`config.mk`:
```
export PLATFORM = sky130hd
export DESIGN_NAME = loopback_arbiter
export DESIGN_NICKNAME = d
export VERILOG_FILES = /design/src/rtl/loopback_arbiter.sv
export SDC_FILE = /design/constraint.sdc
export NUM_CORES = 1
export LEC_CHECK = 0
export ABC_AREA = 1
export BUFFER_PORTS_ARGS = -buffer_cell sky130_fd_sc_hd__buf_2
export CORE_ASPECT_RATIO = 1.4
export CORE_UTILIZATION = 33
export CTS_CLUSTER_SIZE = 24
export DETAILED_ROUTE_END_ITERATION = 8
export PLACE_DENSITY = 0.68
export SLEW_MARGIN = 25
export SYNTH_ARGS = -nofsm -noshare
export SYNTH_HDL_FRONTEND = slang
export SYNTH_SLANG_ARGS = --single-unit
```
`constraint.sdc`:
```
create_clock -name clk -period 2.09 [get_ports clk]
set_input_delay 0.418 -clock clk [delete_from_list [all_inputs] [get_ports clk]]
set_output_delay 0.418 -clock clk [all_outputs]
set_load 0.005 [all_outputs]
```
`src/rtl/loopback_arbiter.sv`:
```
// Round-robin scheduler that moves a programmed number of words from the stream FIFO and the
// buffer-read FIFO into the output buffer. Optional running checksum: LOOPBACK_ARB_CKSUM_EN.
module loopback_arbiter #(
    parameter int unsigned DATA_W = 64,
    parameter int unsigned CNT_W  = 20
) (
    input  logic              clk,
    input  logic              reset,
    input  logic              start,
    input  logic [CNT_W-1:0]  cfg_stream_count,
    input  logic [CNT_W-1:0]  cfg_buffer_count,
    output logic              busy,
    output logic              done,
    input  logic              stream_fifo_empty,
    input  logic [DATA_W-1:0] stream_fifo_data_out,
    output logic              stream_fifo_pop,
    input  logic              buffer_read_empty,
    input  logic [DATA_W-1:0] buffer_read_data_out,
    output logic              buffer_read_pop,
    input  logic              outbuf_full,
    output logic              outbuf_push,
    output logic [DATA_W-1:0] outbuf_data_in,
`ifdef LOOPBACK_ARB_CKSUM_EN
    output logic              outbuf_src,
    output logic [31:0]       cksum
`else
    output logic              outbuf_src
`endif
);

    typedef enum logic [1:0] {StIdle, StRun, StDone} state_e;

    state_e            state_q, state_d;
    logic [CNT_W-1:0]  rem_s_q, rem_s_d;
    logic [CNT_W-1:0]  rem_b_q, rem_b_d;
    logic              out_valid_q, out_valid_d;
    logic [DATA_W-1:0] out_data_q, out_data_d;
    logic              out_src_q, out_src_d;
    logic              last_grant_q, last_grant_d;

    logic elig_s, elig_b, slot_free, push, grant_s, grant_b;

    always_comb begin
        state_d      = state_q;
        rem_s_d      = rem_s_q;
        rem_b_d      = rem_b_q;
        out_valid_d  = out_valid_q;
        out_data_d   = out_data_q;
        out_src_d    = out_src_q;
        last_grant_d = last_grant_q;
        grant_s      = 1'b0;
        grant_b      = 1'b0;

        elig_s    = (rem_s_q != '0) && !stream_fifo_empty;
        elig_b    = (rem_b_q != '0) && !buffer_read_empty;
        push      = out_valid_q && !outbuf_full;
        slot_free = !out_valid_q || push;

        if (state_q == StRun && slot_free) begin
            if (elig_s && elig_b) begin
                // Tie goes to whichever source was not served last (1 = buffer).
                if (last_grant_q) begin
                    grant_s = 1'b1;
                end else begin
                    grant_b = 1'b1;
                end
            end else if (elig_s) begin
                grant_s = 1'b1;
            end else if (elig_b) begin
                grant_b = 1'b1;
            end
        end

        case (state_q)
            StIdle: begin
                if (start) begin
                    rem_s_d = cfg_stream_count;
                    rem_b_d = cfg_buffer_count;
                    state_d = StRun;
                end
            end
            StRun: begin
                // Finish as soon as the last word leaves the output register.
                if (rem_s_q == '0 && rem_b_q == '0 && slot_free) begin
                    state_d = StDone;
                end
            end
            StDone:  state_d = StIdle;
            default: state_d = StIdle;
        endcase

        if (push) begin
            out_valid_d = 1'b0;
        end
        if (grant_s) begin
            out_valid_d  = 1'b1;
            out_data_d   = stream_fifo_data_out;
            out_src_d    = 1'b0;
            rem_s_d      = rem_s_q - CNT_W'(1);
            last_grant_d = 1'b0;
        end else if (grant_b) begin
            out_valid_d  = 1'b1;
            out_data_d   = buffer_read_data_out;
            out_src_d    = 1'b1;
            rem_b_d      = rem_b_q - CNT_W'(1);
            last_grant_d = 1'b1;
        end
    end

    always_ff @(posedge clk or negedge reset) begin
        if (!reset) begin
            state_q      <= StIdle;
            rem_s_q      <= '0;
            rem_b_q      <= '0;
            out_valid_q  <= 1'b0;
            out_data_q   <= '0;
            out_src_q    <= 1'b0;
            last_grant_q <= 1'b1;
        end else begin
            state_q      <= state_d;
            rem_s_q      <= rem_s_d;
            rem_b_q      <= rem_b_d;
            out_valid_q  <= out_valid_d;
            out_data_q   <= out_data_d;
            out_src_q    <= out_src_d;
            last_grant_q <= last_grant_d;
        end
    end

    always_comb begin
        busy            = (state_q == StRun);
        done            = (state_q == StDone);
        stream_fifo_pop = grant_s;
        buffer_read_pop = grant_b;
        outbuf_push     = push;
        outbuf_data_in  = out_data_q;
        outbuf_src      = out_src_q;
    end

`ifdef LOOPBACK_ARB_CKSUM_EN
    localparam int unsigned NCHUNK = (DATA_W + 31) / 32;

    logic [NCHUNK*32-1:0] pad;
    logic [31:0]          chunk_sum;
    logic [31:0]          cksum_q, cksum_d;

    always_comb begin
        pad                = '0;
        pad[DATA_W-1:0]    = out_data_q;
        chunk_sum          = '0;
        for (int unsigned i = 0; i < NCHUNK; i++) begin
            chunk_sum = chunk_sum + pad[i*32 +: 32];
        end
        cksum_d = cksum_q;
        if (state_q == StIdle && start) begin
            cksum_d = '0;
        end else if (push) begin
            cksum_d = cksum_q + chunk_sum;
        end
    end

    always_ff @(posedge clk or negedge reset) begin
        if (!reset) begin
            cksum_q <= '0;
        end else begin
            cksum_q <= cksum_d;
        end
    end

    assign cksum = cksum_q;
`endif

endmodule

```
==> reports/metrics.csv <==
stage;metric;value;unit
cells_and_area;fin_area;0.008533;mm2
die;fp.dieH;166.1;um
setup_path;rr_worst_depth;12;
setup_path;crit_required;1670;ps
synthesis;synth_top_area_share;42.57;%
synthesis;ys_types;30;
synthesis;syn_nets;974;
grt;grt_pass1_vias;6254;
clock_tree;clk_latency;360;ps
synthesis;yosys_warnings;0;
power_and_ir_drop;seqPwrFrac;36.1;%
cells_and_area;area_growth;34.41;%
power_and_ir_drop;p_sw;3.523;mW
synthesis;synth_edf_count;0;
clock_tree;cts_tree;built;
sta;hold_viol_final;0;
detailed_routing;drt-wirelength-per-cell;14.47;um
grt;grt_first_pass_wirelength;30.62;mm
cells_and_area;fin_nets;1255;
setup_path;r2r-start;rem_s_q[14];
status;status;complete, but fails checks;
setup_path;cpMaxStageDelayCell;dfrtp_1;
detailed_routing;via_count;6419;
setup_path;worstSetupPathType;reg2out;
detailed_routing;viasPerCell;4.830;
detailed_routing;drc;0;
sta;max-slew-margin-rel;59.36;%
setup_path;cp_top_family;simple AND/OR/NAND/NOR gates;
die;io_pins;244;
detailed_routing;drt_iter0_drc;320;
clock_tree;clk_pin_slew;80;ps
die;die_w;119.2;um
sta;setup_tns;-109.5;ps
power_and_ir_drop;p_leak;4.492;nW
grt;grt_busiest_layer;met2;
detailed_routing;firstDrtPassIters;5;
synthesis;ys_top_cells_by_count;nand2_1, nand3_1, dfrtp_1, nor2_1, nand2_2;
synthesis;postSynthCellCount;798;
setup_path;r2r_end;outbuf_data_in[23];
die;std_cell_rows;59;
sta;setup_violations;2;
setup_path;reg2reg_setup_slack;90;ps
grt;met3_usage;3.125;%
synthesis;synth.avg_cell_area;7.956;um2
sta;period_needed;2149;ps
clock_tree;clock-sinks;109;
place;port_buffers;243;
power_and_ir_drop;combPwrFrac;45.0;%
grt;grt_overflow;0;
setup_path;cp_data_arrival_time;1730;ps
sta;worstMarginPinSlew;609.7;ps
sta;finalCritPeriodShare;102.8;%
grt;gr-usage-met2;35.52;%
synthesis;synthTopCellsByArea;dfrtp_1, nand2_1, nand3_1;
clock_tree;clk_path_buf_depth;2;
setup_path;startpoint_type;flop;
status;violations;negative setup slack;
synthesis;async_flop_share;100.0;%
place;dpl.cell_count;1256;
sta;slew_violations;0;
sta;clock_skew;11.15;ps
place;place.gp.congestion;0.8213;
synthesis;ys_ff_latch;109;
clock_tree;ctsHoldBuffers;0;
grt;grt_max_degree;110;
hold_path;min_path_type;in2async;
setup_path;slowest_delay;420;ps
clock_tree;cts_root_buffer;clkbuf_16;
cells_and_area;layout-drive-gt1-share;40.63;%
die;dieArea;0.01981;mm2
synthesis;synth_largest_area_cell;dfrtp_1;
power_and_ir_drop;power_switching_share;38.93;%
die;start_util;33.86;%
place;placed_cell_area;0.007721;mm2
cells_and_area;fillers;1864;
setup_path;crit_path_cell_trace;nor2_2, nand2_2, nor2_4, nand3_4, buf_6, nand3_4, nor2_8, buf_6;
power_and_ir_drop;cellPowerDensity;1061;mW/mm2
synthesis;synth-seq-area-share;42.98;%
synthesis;synth_area;0.006349;mm2
grt;gr-usage-all-layers;19.34;%
flow_run;maxCapViolations;0;
power_and_ir_drop;p_total;9.050;mW
cells_and_area;final_cells;1329;
grt;antenna_found_initial;2;
power_and_ir_drop;peakVddDrop;0.0004949;V
sta;setup_ws;-59.30;ps
clock_tree;cts_made_buffers;9;
setup_path;cp-end-kind;output pin;
grt;grt_util_met1;21.34;%
setup_path;crit_fanout;2;
synthesis;synth-main-ff-cell;dfrtp_1;
sta;max_freq;0.4653;GHz
die;core;0.01875;mm2
place;place_hpwl;12.90;mm
clock_tree;htreeDepth;3;
power_and_ir_drop;internal_power;5.527;mW
setup_path;worst-path-buf-inv;2;
detailed_routing;drt_wl_total;19.24;mm
power_and_ir_drop;clkPwrFrac;18.9;%
synthesis;yosysMostFrequentCell;nand2_1;
sta;grt_setup_unrepaired;true;
detailed_routing;postRouteAntennaNets;0;
-- worst max-delay path by stage --
stage | endpoint | from | cells after the start
after CTS | stream_fifo_pop | rem_b_q[1] | 9
after global placement | stream_fifo_pop | rem_b_q[0] | 9
after floorplan | buffer_read_pop | rem_s_q[0] | 11
after global routing | buffer_read_pop | rem_s_q[14] | 10
final | stream_fifo_pop | rem_s_q[14] | 8
after detailed placement | outbuf_data_in[60] | rem_b_q[0] | 11
-- kinds of logic (layout without fill, tap and decap cells) --
family / after synthesis / after routing / share of synthesized area [%]
AND/OR/NAND/NOR: 524 / 524 / 40.30
flip-flops: 109 / 109 / 42.98
buffers and inverters: 85 / 370 / 8.021
AO/OA/AOI/OAI: 42 / 42 / 3.311
XOR/XNOR: 35 / 35 / 4.828
adder cells (fa/ha/maj): 2 / 2 / 0.3941
multiplexers: 1 / 1 / 0.1577
other: 0 / 2 / 0
-- power by group through the flow --
stage	Sequential, mW	Clock (mW)	Combinational [mW]
final	3.27	1.71	4.07
after floorplan	3.30	0	2.17
after global routing	3.34	1.83	4.54
after CTS	3.24	1.75	3.93
after global placement	3.36	0	3.07
after detailed placement	3.37	0	3.14
-- per-layer routing --
layer	up-vias	part of all wire, %
li1	3122	-
met1	3026	39
met2	239	53
met3	32	5.3
met4	0	2.8
met5	-	0
-- layout make-up --
type	instances	area, um2	area share, %
multi-input combinational	604	3203	37.54
sequential	109	2729	31.98
timing repair buffer	315	1857	21.76
tap	244	305.3	3.578
clock buffer	9	225.2	2.639
inverter	40	152.6	1.789
clock inverter	6	56.30	0.6598
antenna	2	5.005	0.05865
-- cell usage in the layout (no fill, tap or decap), types with 9 or more instances in the layout --
master,count
buf_2,241
buf_4,65
clkbuf_16,9
dfrtp_1,108
inv_1,29
nand2_1,225
nand2_2,45
nand3_1,144
nand3_2,23
nor2_1,52
nor2_2,12
o21ai_0,37
xnor2_1,11
xor2_1,24
-- metrics by stage --
step	worst slack [ps]	hold slack, ps	util (%)
2_1_floorplan	200.5	122.4	-
3_3_place_gp	86.59	464.6	41.18
3_5_place_dp	75.49	462.2	41.18
4_1_cts	-4.932	161.5	45.05
5_1_grt	-149.6	182.5	45.51
6_report	-59.30	132.2	45.51
-- state kept, by name (all words and copies together), names as in the netlist --
| name | flops |
|---|---|
| last_grant_q | 1 |
| out_valid_q | 1 |
| outbuf_data_in | 64 |
| outbuf_src | 1 |
| rem_b_q | 20 |
| rem_s_q | 20 |
| state_q | 2 |
-- repair_timing --
item	in CTS	in global routing
pin swaps	15	9
buffers inserted	49	7
gates resized for setup	25	9
setup endpoints to repair	2	3
(Power assumes the default switching activity.)
